### config.mk
export PLATFORM = sky130hd
export DESIGN_NAME = panda_lsu_bus
export DESIGN_NICKNAME = d
export VERILOG_FILES = /design/src/rtl/panda_pkg.sv /design/src/rtl/panda_lsu_align.sv /design/src/rtl/panda_lsu_bus.sv
export SDC_FILE = /design/constraint.sdc
export NUM_CORES = 1
export LEC_CHECK = 0
export ABC_AREA = 1
export CORE_ASPECT_RATIO = 0.6
export CORE_MARGIN = 4
export CORE_UTILIZATION = 35
export DETAILED_ROUTE_END_ITERATION = 16
export PLACE_DENSITY_LB_ADDON = 0.05
export SLEW_MARGIN = 20
export SYNTH_ARGS = -nofsm -noshare
export SYNTH_HDL_FRONTEND = slang
export SYNTH_SLANG_ARGS = --single-unit
### constraint.sdc
create_clock -name clk_i -period 2.2 [get_ports clk_i]
set_clock_uncertainty 0.05 [all_clocks]
set_input_delay 0.66 -clock clk_i [delete_from_list [all_inputs] [get_ports clk_i]]
set_output_delay 0.66 -clock clk_i [all_outputs]
set_load 0.01 [all_outputs]
### src/rtl/panda_pkg.sv
// panda_pkg: shared load/store unit types
package panda_pkg;
  typedef enum logic [1:0] {LSU_BYTE = 2'd0, LSU_HALF = 2'd1, LSU_WORD = 2'd2} lsu_width_e;
  typedef enum logic [1:0] {ST_IDLE = 2'd0, ST_REQ = 2'd1, ST_WAIT = 2'd2, ST_DONE = 2'd3} lsu_state_e;
  typedef enum logic [1:0] {ERR_NONE = 2'd0, ERR_MISALIGNED = 2'd1, ERR_BUS = 2'd2, ERR_TIMEOUT = 2'd3} lsu_err_e;
endpackage

### src/rtl/panda_lsu_align.sv
// panda_lsu_align: byte-lane steering, misalignment detect and load extension
module panda_lsu_align
  import panda_pkg::*;
(
  input  lsu_width_e  width,
  input  logic        load_unsigned,
  input  logic [1:0]  offset,
  input  logic [31:0] wdata,
  input  logic [31:0] rdata,
  output logic        misaligned,
  output logic [3:0]  be,
  output logic [31:0] wdata_lane,
  output logic [31:0] rdata_ext
);
  logic [31:0] shifted;
  logic        sx;
  always_comb begin
    misaligned = (width == LSU_HALF) ? offset[0] : (width == LSU_WORD) ? |offset : 1'b0;
    be = (width == LSU_BYTE) ? 4'b0001 << offset
       : (width == LSU_HALF) ? 4'b0011 << {offset[1], 1'b0} : 4'b1111;
    wdata_lane = (width == LSU_BYTE) ? {4{wdata[7:0]}}
               : (width == LSU_HALF) ? {2{wdata[15:0]}} : wdata;
    shifted = rdata >> {offset, 3'b000};
    sx = ~load_unsigned;
    rdata_ext = (width == LSU_BYTE) ? {{24{sx & shifted[7]}}, shifted[7:0]}
              : (width == LSU_HALF) ? {{16{sx & shifted[15]}}, shifted[15:0]} : shifted;
  end
endmodule

### src/rtl/panda_lsu_bus.sv
// panda_lsu_bus: stallable request/grant/response load/store unit
module panda_lsu_bus
  import panda_pkg::*;
#(
  parameter int AddrWidth     = 32,
  parameter int TimeoutCycles = 255
) (
  input  logic                 clk_i,
  input  logic                 rst_i,
  input  logic                 lsu_req_i,
  input  logic                 lsu_store_i,
  input  lsu_width_e           lsu_width_i,
  input  logic                 lsu_load_unsigned_i,
  input  logic [AddrWidth-1:0] lsu_addr_i,
  input  logic [31:0]          lsu_wdata_i,
  output logic [31:0]          lsu_rdata_o,
  output logic                 lsu_done_o,
  output logic                 lsu_stall_o,
  output logic                 lsu_err_o,
  output lsu_err_e             lsu_err_cause_o,
  output logic                 data_req_o,
  input  logic                 data_gnt_i,
  output logic [AddrWidth-1:0] data_addr_o,
  output logic                 data_we_o,
  output logic [3:0]           data_be_o,
  output logic [31:0]          data_wdata_o,
  input  logic                 data_rvalid_i,
  input  logic [31:0]          data_rdata_i,
  input  logic                 data_err_i
);
  localparam int CW = (TimeoutCycles > 0) ? $clog2(TimeoutCycles + 1) : 1;
  localparam logic [CW-1:0] LAST = CW'((TimeoutCycles > 0) ? TimeoutCycles - 1 : 0);
  lsu_state_e    state, state_n;
  lsu_err_e      cause_n;
  logic [CW-1:0] cnt;
  logic          expired, misaligned;
  logic [3:0]    be;
  logic [31:0]   wdata_lane, rdata_ext;
  panda_lsu_align u_align (
    .width        (lsu_width_i),
    .load_unsigned(lsu_load_unsigned_i),
    .offset       (lsu_addr_i[1:0]),
    .wdata        (lsu_wdata_i),
    .rdata        (data_rdata_i),
    .misaligned   (misaligned),
    .be           (be),
    .wdata_lane   (wdata_lane),
    .rdata_ext    (rdata_ext)
  );
  // expired marks the last permitted REQ/WAIT cycle; it outranks grant and response
  assign expired = (TimeoutCycles != 0) && (cnt == LAST);
  assign lsu_stall_o = lsu_req_i & ~lsu_done_o;
  always_comb begin
    state_n = state;
    cause_n = ERR_NONE;
    case (state)
      ST_IDLE: if (lsu_req_i) begin
        state_n = misaligned ? ST_DONE : ST_REQ;
        cause_n = misaligned ? ERR_MISALIGNED : ERR_NONE;
      end
      ST_REQ: if (expired) begin
        state_n = ST_DONE;
        cause_n = ERR_TIMEOUT;
      end else if (data_gnt_i) state_n = ST_WAIT;
      ST_WAIT: if (expired) begin
        state_n = ST_DONE;
        cause_n = ERR_TIMEOUT;
      end else if (data_rvalid_i) begin
        state_n = ST_DONE;
        cause_n = data_err_i ? ERR_BUS : ERR_NONE;
      end
      default: state_n = ST_IDLE;
    endcase
  end
  always_ff @(posedge clk_i) begin
    if (rst_i) begin
      state           <= ST_IDLE;
      cnt             <= '0;
      data_req_o      <= 1'b0;
      data_we_o       <= 1'b0;
      data_be_o       <= '0;
      data_addr_o     <= '0;
      data_wdata_o    <= '0;
      lsu_rdata_o     <= '0;
      lsu_done_o      <= 1'b0;
      lsu_err_o       <= 1'b0;
      lsu_err_cause_o <= ERR_NONE;
    end else begin
      state           <= state_n;
      cnt             <= (state == ST_REQ || state == ST_WAIT) ? cnt + CW'(1) : '0;
      data_req_o      <= state_n == ST_REQ;
      lsu_done_o      <= state_n == ST_DONE;
      lsu_err_o       <= (state_n == ST_DONE) && (cause_n != ERR_NONE);
      lsu_err_cause_o <= cause_n;
      if (state == ST_IDLE && state_n == ST_REQ) begin
        data_addr_o  <= {lsu_addr_i[AddrWidth-1:2], 2'b00};
        data_we_o    <= lsu_store_i;
        data_be_o    <= be;
        data_wdata_o <= wdata_lane;
      end
      if (state == ST_WAIT && data_rvalid_i && !expired) lsu_rdata_o <= rdata_ext;
    end
  end
endmodule

Word level (Yosys, flattened, before mapping):

Index checks and enable logic that the tools add are counted.

* register bits: 114
* input port bits: 106
* word-level logic and storage cells: 61

* reduce and logical (&&, ||, !) cells: 11
* mux-type cells: 22
* $add $sub $neg: 1
* shifts and indexed selects: 3
* bitwise logic cells: 6
* equal/unequal tests: 7

Operators with widths (count)
* $mux 32: 4
* $shr 32x5->32: 1
* $mux 2: 10
* $pmux 2 s3: 2
* $add 8x1->8 const B: 1
* $eq 8x8->1 const B: 1
* $mux 4: 2
* $eq 2x1->1 const B: 3
* $eq 2x2->1 const B: 3
* $logic_and 1x1->1: 4
* $logic_not 2->1: 2
* $mux 1: 4
* $reduce_or 2->1: 2
* $shl 1x2->4 const A: 1
* $shl 2x2->4 const A: 1
* $and 1x1->1: 3
* $not 1->1: 3
* $reduce_bool 2->1: 1
* $logic_not 1->1: 1
* $logic_or 1x1->1: 1

Logic depth before layout (Yosys ltp):

Gate-level depths: netlist of the first run.

* depth after elaboration: 8
* gate-level depth with buffers: 12
* gate-level depth less buffers: 11

Hierarchy:

A second synthesis of the first run with hierarchy kept.

* cells, all modules: 948
* area total of the unflattened synthesis: 5984.5 µm²

Modules (own cells, without submodules)
* panda_lsu_bus: area an instance 4760.8 µm², cells an instance 674, seq. area each 2282.2 µm², instances 1
* panda_lsu_align: area an instance 1223.7 µm², cells an instance 274, seq. area each 0.0 µm², instances 1

Worst setup path before layout of the first run:

Ideal clock, no wire load.

* kind: in2reg
* from: input port lsu_addr_i[1]
* to: register data_be_o[2]
* arrival: 1755 ps
* slack: 281 ps
* data required time: 2036 ps
* stages: 12
* cells stage by stage: buf_2 inv_2 nand2_1 nand2_1 nand2_1 nand2_2 nand4_4 buf_4 inv_1 nand2_1 nor2_1 nor2_1

* word-level cells in the longest chain between the ends: 8
* elaborated cells between the ends (all ways): 12
* those cells by class: eq/ne (1); shift (2); mux (7); reduce/logical (2)

Ends and longest elaborated chain
* start, declared: RTL line panda_lsu_bus.sv:14 `input logic [AddrWidth-1:0] lsu_addr_i,`
* $reduce_or 2->1: RTL line panda_lsu_align.sv:18 `misaligned = (width == LSU_HALF) ? offset[0] : (width == LSU_WORD) ? |offset : 1'b0;`
* $mux 1 (2 in series): RTL line panda_lsu_align.sv:18
* $mux 2: RTL line panda_lsu_bus.sv:58 `state_n = misaligned ? ST_DONE : ST_REQ;`
* $mux 2: RTL line panda_lsu_bus.sv:57 `ST_IDLE: if (lsu_req_i) begin`
* $pmux 2 s3: RTL line panda_lsu_bus.sv:56 `case (state)`
* $eq 2x1->1: RTL line panda_lsu_bus.sv:95 `if (state == ST_IDLE && state_n == ST_REQ) begin`
* $logic_and 1x1->1: RTL line panda_lsu_bus.sv:95
* end signal, assigned: RTL line panda_lsu_bus.sv:81 `data_be_o <= '0;`
* end signal, assigned: RTL line panda_lsu_bus.sv:98 `data_be_o <= be;`
* end, declared: RTL line panda_lsu_bus.sv:25 `output logic [3:0] data_be_o,`

Several ways; a longest one is shown, not always the timed one.
A chain may end at the register's enable or synchronous reset.

Final worst setup path of the first run:

* from: input port lsu_req_i
* to: output port lsu_stall_o

* word-level cells in the longest chain between the ends: 1

Ends and longest elaborated chain
* start, declared: RTL line panda_lsu_bus.sv:10 `input logic lsu_req_i,`
* $and 1x1->1: RTL line panda_lsu_bus.sv:52 `assign lsu_stall_o = lsu_req_i & ~lsu_done_o;`
* end, declared: RTL line panda_lsu_bus.sv:18 `output logic lsu_stall_o,`

No other way between the ends.

==> metrics.yaml, run 1 <==
p_leak_nw: 4.05
netlist_top_cells_area: "dfxtp_1 (41%), nand2_1 (15%), nor2_1 (14%)"
ff2ff_path_depth: 12
max_clock_freq_mhz: 474
netlist_area_sq_mm: 0.00552
grt-ovfl-total: 0
p_comb_share_pct: 37.1
crit_type: "in2out"
period_minus_slack_ns: 2.11
path_max_fanout: 2
area_delta_synth_final_pct: 58.6
cts_root_buf: "clkbuf_16"
drt_pass1_iterations: 7
antenna_left: 0
gp_congestion: 0.854
end_kind: "primary output"
vias: 5848
drc: 0
htreeDepth: 4
grt_pass1_vias: 5463
viasPerCell: 4.46
maxCapViolations: 0
power_w: 0.00825
yosys.area.top_type: "dfxtp_1"
syn_inst: 848
p_seq_share_pct: 33.1
cpMaxStageDelayCell: "clkdlybuf4s50_1"
synth-main-ff-cell: "dfxtp_1"
outcome: "finished, final reports clean"
nets: 1207
ioPinCount: 213
wl_per_cell_microns: 14.1
worst_ir_drop_vdd_mv: 0.443
drive_above_1_share_pct: 9.49
synth_cell_types: 33
r2r_end: "data_wdata_o[12]$_SDFFE_PP0P_"
grt_busiest_layer: "met1"
synth_edf_count: 0
setup_viol: 0
fp.dieW_microns: 170
totalWireLength_microns: 18500
grt_util_all_layers_pct: 20.6
crit_path_max_incr_delay_ns: 0.49
intPower_w: 0.00559
core_area_sq_mm: 0.0154
cts.sinks: 114
port_buffers: 210
whs_endpoint: "lsu_rdata_o[23]$_SDFFE_PP0P_"
seq_area_frac_synth_pct: 41.3
start_util_pct: 35.8
hold_viol_final: 0
synth_top_area_share_pct: 41.3
grt_use_met2_pct: 28.0
worstPathRequired_ns: 1.49
ff2ff_setup_slack_ns: 0.22
n_fill_cell: 1544
cp_cell_sequence: "clkdlybuf4s50_1 -> inv_1 -> nor2_1 -> buf_2"
die_y_microns: 105
final_area_sq_mm: 0.00875
start_kind: "input pin"
holdCritPathClass: "reg2reg"
dpl.hpwl_microns: 14300
grt_setup_unrepaired: "false"
cts_made_buffers: 17
dieArea_sq_mm: 0.0179
min_path_cells: 2
reg2reg_from: "state[0]$_SDFF_PP0_"
fin_crit_sh_pct: 95.8
syn_avg_cell_area_sq_um: 6.51
cts_tree: "done"
cp.arrival_ns: 1.40
place_area_sq_mm: 0.00823
antenna_found_initial: 1
yosysWarnings: 0
grtUsageMet3_pct: 5.92
ys_async_sr_fraction_pct: 0
p_switching_w: 0.00266
rows: 35
p_sw_share_pct: 32.3
ys_ff_latch: 114
slew_violations: 0
grt_max_degree: 25
hp-start: "lsu_rdata_o[23]$_SDFFE_PP0P_"
first_iter_violations: 365
use_met1_pct: 31.4
clk_latency_ns: 0.41
pwr-share-clk_pct: 29.8
grt_pass1_wl_microns: 29200
clock_path_buffers: 2
clkTransAtPathRegs_ns: 0.06
power_density_mw_per_mm2: 942
==> power by group through the flow <==
stage | combinational, W | sequential [W] | clock (W)
after floorplan | 0.00130 | 0.00294 | 0
after global routing | 0.00340 | 0.00279 | 0.00262
after CTS | 0.00309 | 0.00273 | 0.00252
after detailed placement | 0.00308 | 0.00277 | 0
after global placement | 0.00307 | 0.00277 | 0
final | 0.00306 | 0.00273 | 0.00246
==> worst max-delay path by stage <==
stage                                end  slack [ns]           from  cells after the start
2_1_floorplan  data_be_o[2]$_SDFFE_PP0P_        0.28  lsu_addr_i[1]                     12
3_3_place_gp                 lsu_stall_o       -0.30      lsu_req_i                      4
3_5_place_dp                 lsu_stall_o       -0.32      lsu_req_i                      4
4_1_cts                      lsu_stall_o        0.08      lsu_req_i                      4
5_1_grt                      lsu_stall_o       0.003      lsu_req_i                      4
6_report                     lsu_stall_o        0.09      lsu_req_i                      4
==> routing by layer <==
metal | share of wire, % | vias up
met5 | 0 | -
met4 | 0.54 | 0
met3 | 7.5 | 10
met2 | 39 | 186
met1 | 53 | 2540
li1 | - | 3112
==> Yosys cell counts (3+ instances only) <==
cell type / n
o21bai_1: 9
dfxtp_1: 114
buf_4: 4
o211ai_1: 7
clkbuf_1: 25
nor3_1: 6
o21ai_0: 41
nand2_1: 223
ha_1: 6
inv_1: 93
a22oi_1: 8
nor2_1: 209
buf_6: 5
buf_2: 13
a31oi_1: 3
a221oi_1: 8
nand3_1: 33
nor2_4: 3
a21oi_1: 22
==> worst max-delay path, delay by kind of cell <==
kind	cells	cell delay, ns
buf+inv	3	0.66
simple gates	1	0.07
==> through the flow <==
stage	cells	setup WS (ns)	setup TNS (ns)	util [%]	hold slack, ns
after floorplan	849	0.281	0	-	0.380
after global placement	1279	-0.299	-20.48	53.4	0.398
after detailed placement	1279	-0.322	-21.14	53.4	0.406
after CTS	1310	0.0811	0	56.8	0.418
after global routing	1311	0.00275	0	56.8	0.438
final	1311	0.0925	0	56.8	0.419
==> registers in the layout, summed over array words and instances (netlist names), 2 cells and up <==
signal / flops
data_wdata_o: 32
lsu_rdata_o: 32
data_addr_o: 30
cnt: 8
data_be_o: 4
lsu_err_cause_o: 2
state: 2
==> area by class of cell <==
class / count / area (sq um) / area share [%]
antenna: 1 / 2.50 / 0.0286
clock buffer: 21 / 460 / 5.26
clock inverter: 10 / 62.6 / 0.715
inverter: 95 / 357 / 4.07
multi-input combinational: 592 / 2640 / 30.1
sequential: 114 / 2280 / 26.1
tap: 203 / 254 / 2.90
timing repair buffer: 275 / 2700 / 30.8
==> cells by family (layout without fill, tap and decap cells) <==
family	after synthesis	after routing	synth area share [%]
other cells	1	3	0.0679
compound gates	102	102	11.1
flops	114	114	41.3
simple gates	480	480	34.9
fa+ha+maj	6	6	1.36
xor+xnor	2	2	0.317
buf+inv	143	401	11.0
==> placed cells by master (no fill, tap or decap), types with 2 or more instances in the layout <==
cell type	n
a21oi_1	22
nand3_1	33
nand2_1	223
buf_4	56
ha_1	6
a31oi_1	3
clkinv_2	5
clkbuf_16	17
nor2_1	209
a22oi_1	8
clkdlybuf4s50_1	208
a221oi_1	8
conb_1	2
dfxtp_1	114
clkbuf_8	2
clkinvlp_4	5
nor2_4	3
o21ai_0	41
nor3_1	6
o21bai_1	9
buf_12	9
o211ai_1	7
o22ai_1	2
inv_1	92
inv_2	2
clkbuf_1	2
o21a_1	2
==> what timing repair did <==
item                                    4_1_cts  5_1_grt
resized for setup                             4        1
endpoints found under the setup margin        1       20
setup buffers                                 0        0
hold buffers                                  0        0
No activity file was read; power rests on OpenSTA's default activity.
==> run 2, diff against run 1 <==
--- a/config.mk
+++ b/config.mk
@@ -7,7 +7,7 @@
 export LEC_CHECK = 0
 export ABC_AREA = 1
 export CORE_ASPECT_RATIO = 0.6
-export CORE_MARGIN = 4
+export CORE_MARGIN = 8
 export CORE_UTILIZATION = 35
 export DETAILED_ROUTE_END_ITERATION = 16
 export PLACE_DENSITY_LB_ADDON = 0.05
==> metrics.yaml, run 2 (synthesized netlist as in run 1, its figures left out) <==
outcome: "finished, final reports clean"
antenna_found_initial: 0  # -1
final_area_sq_mm: 0.00883  # +0.84%
min_path_cells: 1  # -1
grt-ovfl-total: 0  # unchanged
ff2ff_path_depth: 12  # unchanged
cts.sinks: 114  # unchanged
cpLargestDelayFamily: "buffers and inverters"
seq_area_sq_mm: 0.00228  # unchanged
antenna_left: 0  # unchanged
cp_cell_sequence: "clkdlybuf4s50_1 -> inv_1 -> nor2_1 -> buf_2"
n_fill_cell: 1494  # -3.2%
max_clock_freq_mhz: 476  # +0.39%
final_cell_mix: "nand2_1 (223), nor2_1 (209), clkdlybuf4s50_1 (208)"
slew_violations: 0  # unchanged
cts_tree: "done"
setup_viol: 0  # unchanged
clock_path_buffers: 2  # unchanged
rows: 35  # unchanged
viasPerCell: 4.50  # +0.91%
core_area_sq_mm: 0.0154  # -0.28%
start_util_pct: 35.9  # +0.10 points
drt_pass1_iterations: 5  # -2
totalWireLength_microns: 19600  # +5.9%
dpl.hpwl_microns: 15000  # +4.9%
drc: 0  # unchanged
area_delta_synth_final_pct: 59.9
hold_viol_final: 0  # unchanged
worstPathRequired_ns: 1.49  # about the same
nets: 1204  # -0.25%
gp_congestion: 0.855  # about the same
fin_crit_sh_pct: 95.4  # -0.38 points
stdcell_count: 1309  # -0.15%
largestRegisters: "data_wdata_o: 32 flops, lsu_rdata_o: 32 flops, data_addr_o: 30 flops"
cts_root_buf: "clkbuf_16"
cp.arrival_ns: 1.39  # about the same
crit_path_max_incr_delay_ns: 0.49  # about the same
worst_ir_drop_vdd_mv: 0.592  # +33%
cts_made_buffers: 17  # unchanged
holdCritPathClass: "reg2reg"
port_buffers: 210  # unchanged
vias: 5892  # +0.75%
cp.depth: 4  # unchanged
path_buf_inv: 3  # unchanged
grt_pass1_vias: 5553  # +1.6%
final_common_cell: "nand2_1"
dieArea_sq_mm: 0.0202  # +13%
path_max_fanout: 2  # unchanged
end_kind: "primary output"
start_kind: "input pin"
wl_per_cell_microns: 15.0  # +6.1%
pre_cts_slack_ns: -0.324  # -0.00234 ns
grt_setup_unrepaired: "false"
cpMaxStageDelayCell: "clkdlybuf4s50_1"
multi_input_area_sq_mm: 0.00264  # unchanged
p_leak_nw: 4.09  # +0.79%
fp.dieW_microns: 178  # +4.7%
grt_max_degree: 44  # +76%
tns_ns: 0  # unchanged
period_minus_slack_ns: 2.10  # -0.00827 ns
finalHoldWorstSlack_ns: 0.415  # -0.00383 ns
power_density_mw_per_mm2: 970  # +2.9%
ioPinCount: 213  # unchanged
crit_type: "in2out"
cts_hold_buffers: 0  # unchanged
fin_ws_ns: 0.101  # +0.00827 ns
clkTransAtPathRegs_ns: 0.06  # about the same
drive_above_1_share_pct: 9.59  # +0.11 points
maxCapViolations: 0  # unchanged
grt_util_all_layers_pct: 19.1  # -1.5 points
place_area_sq_mm: 0.00820  # -0.36%
numPlacedInstances: 1275  # -0.31%
die_y_microns: 113  # +7.6%
first_iter_violations: 429  # +18%
grt_pass1_wl_microns: 30400  # +4.1%
clk_latency_ns: 0.41  # about the same
htreeDepth: 4  # unchanged
-- run 2: path summary, 6_finish.rpt --
path,start,end,slack [ns]
setup / recovery,lsu_req_i,lsu_stall_o,0.10
hold / removal,cnt[0]$_SDFF_PP0_,cnt[0]$_SDFF_PP0_,0.41
setup reg to reg,state[0]$_SDFF_PP0_,data_wdata_o[14]$_SDFFE_PP0P_,0.22
hold reg to reg,cnt[0]$_SDFF_PP0_,cnt[0]$_SDFF_PP0_,0.41
-- run 2: final cells by class --
type / instances / area share [%]
repair buffers: 272 / 30.6
multi-input cells: 592 / 29.9
flip-flops and latches: 114 / 25.9
clock buffers: 18 / 4.97
inverters: 95 / 4.04
well taps: 203 / 2.88
clock inverters: 14 / 1.76
diodes: 1 / 0.0283
-- run 2: power breakdown --
part / total [W] / internal (W) / switching, W
clock: 0.00278 / 0.00171 / 0.00107
sequential: 0.00273 / 0.00250 / 0.000233
combinational: 0.00305 / 0.00158 / 0.00147
-- run 2: routing by layer --
metal	track usage (%)	up-vias	wire (microns)
met4	4.37	0	147
met5	0	-	0
met2	26.1	183	7680
met1	27.3	2587	9800
li1	-	3110	-
met3	7.35	12	1960
-- run 2: per-stage QoR --
| stage | util [%] | power, W |
|---|---|---|
| detailed placement | 53.4 | 0.00583 |
| global route | 57.4 | 0.00912 |
| floorplan | - | 0.00425 |
| global placement | 53.4 | 0.00581 |
| CTS | 57.2 | 0.00865 |
| finish | 57.4 | 0.00856 |
-- run 2: repair_timing --
action | 4_1_cts | 5_1_grt
setup endpoints to repair | 1 | 13
cloned | 0 | 1
resized for setup | 4 | 5
setup buffers | 0 | 0
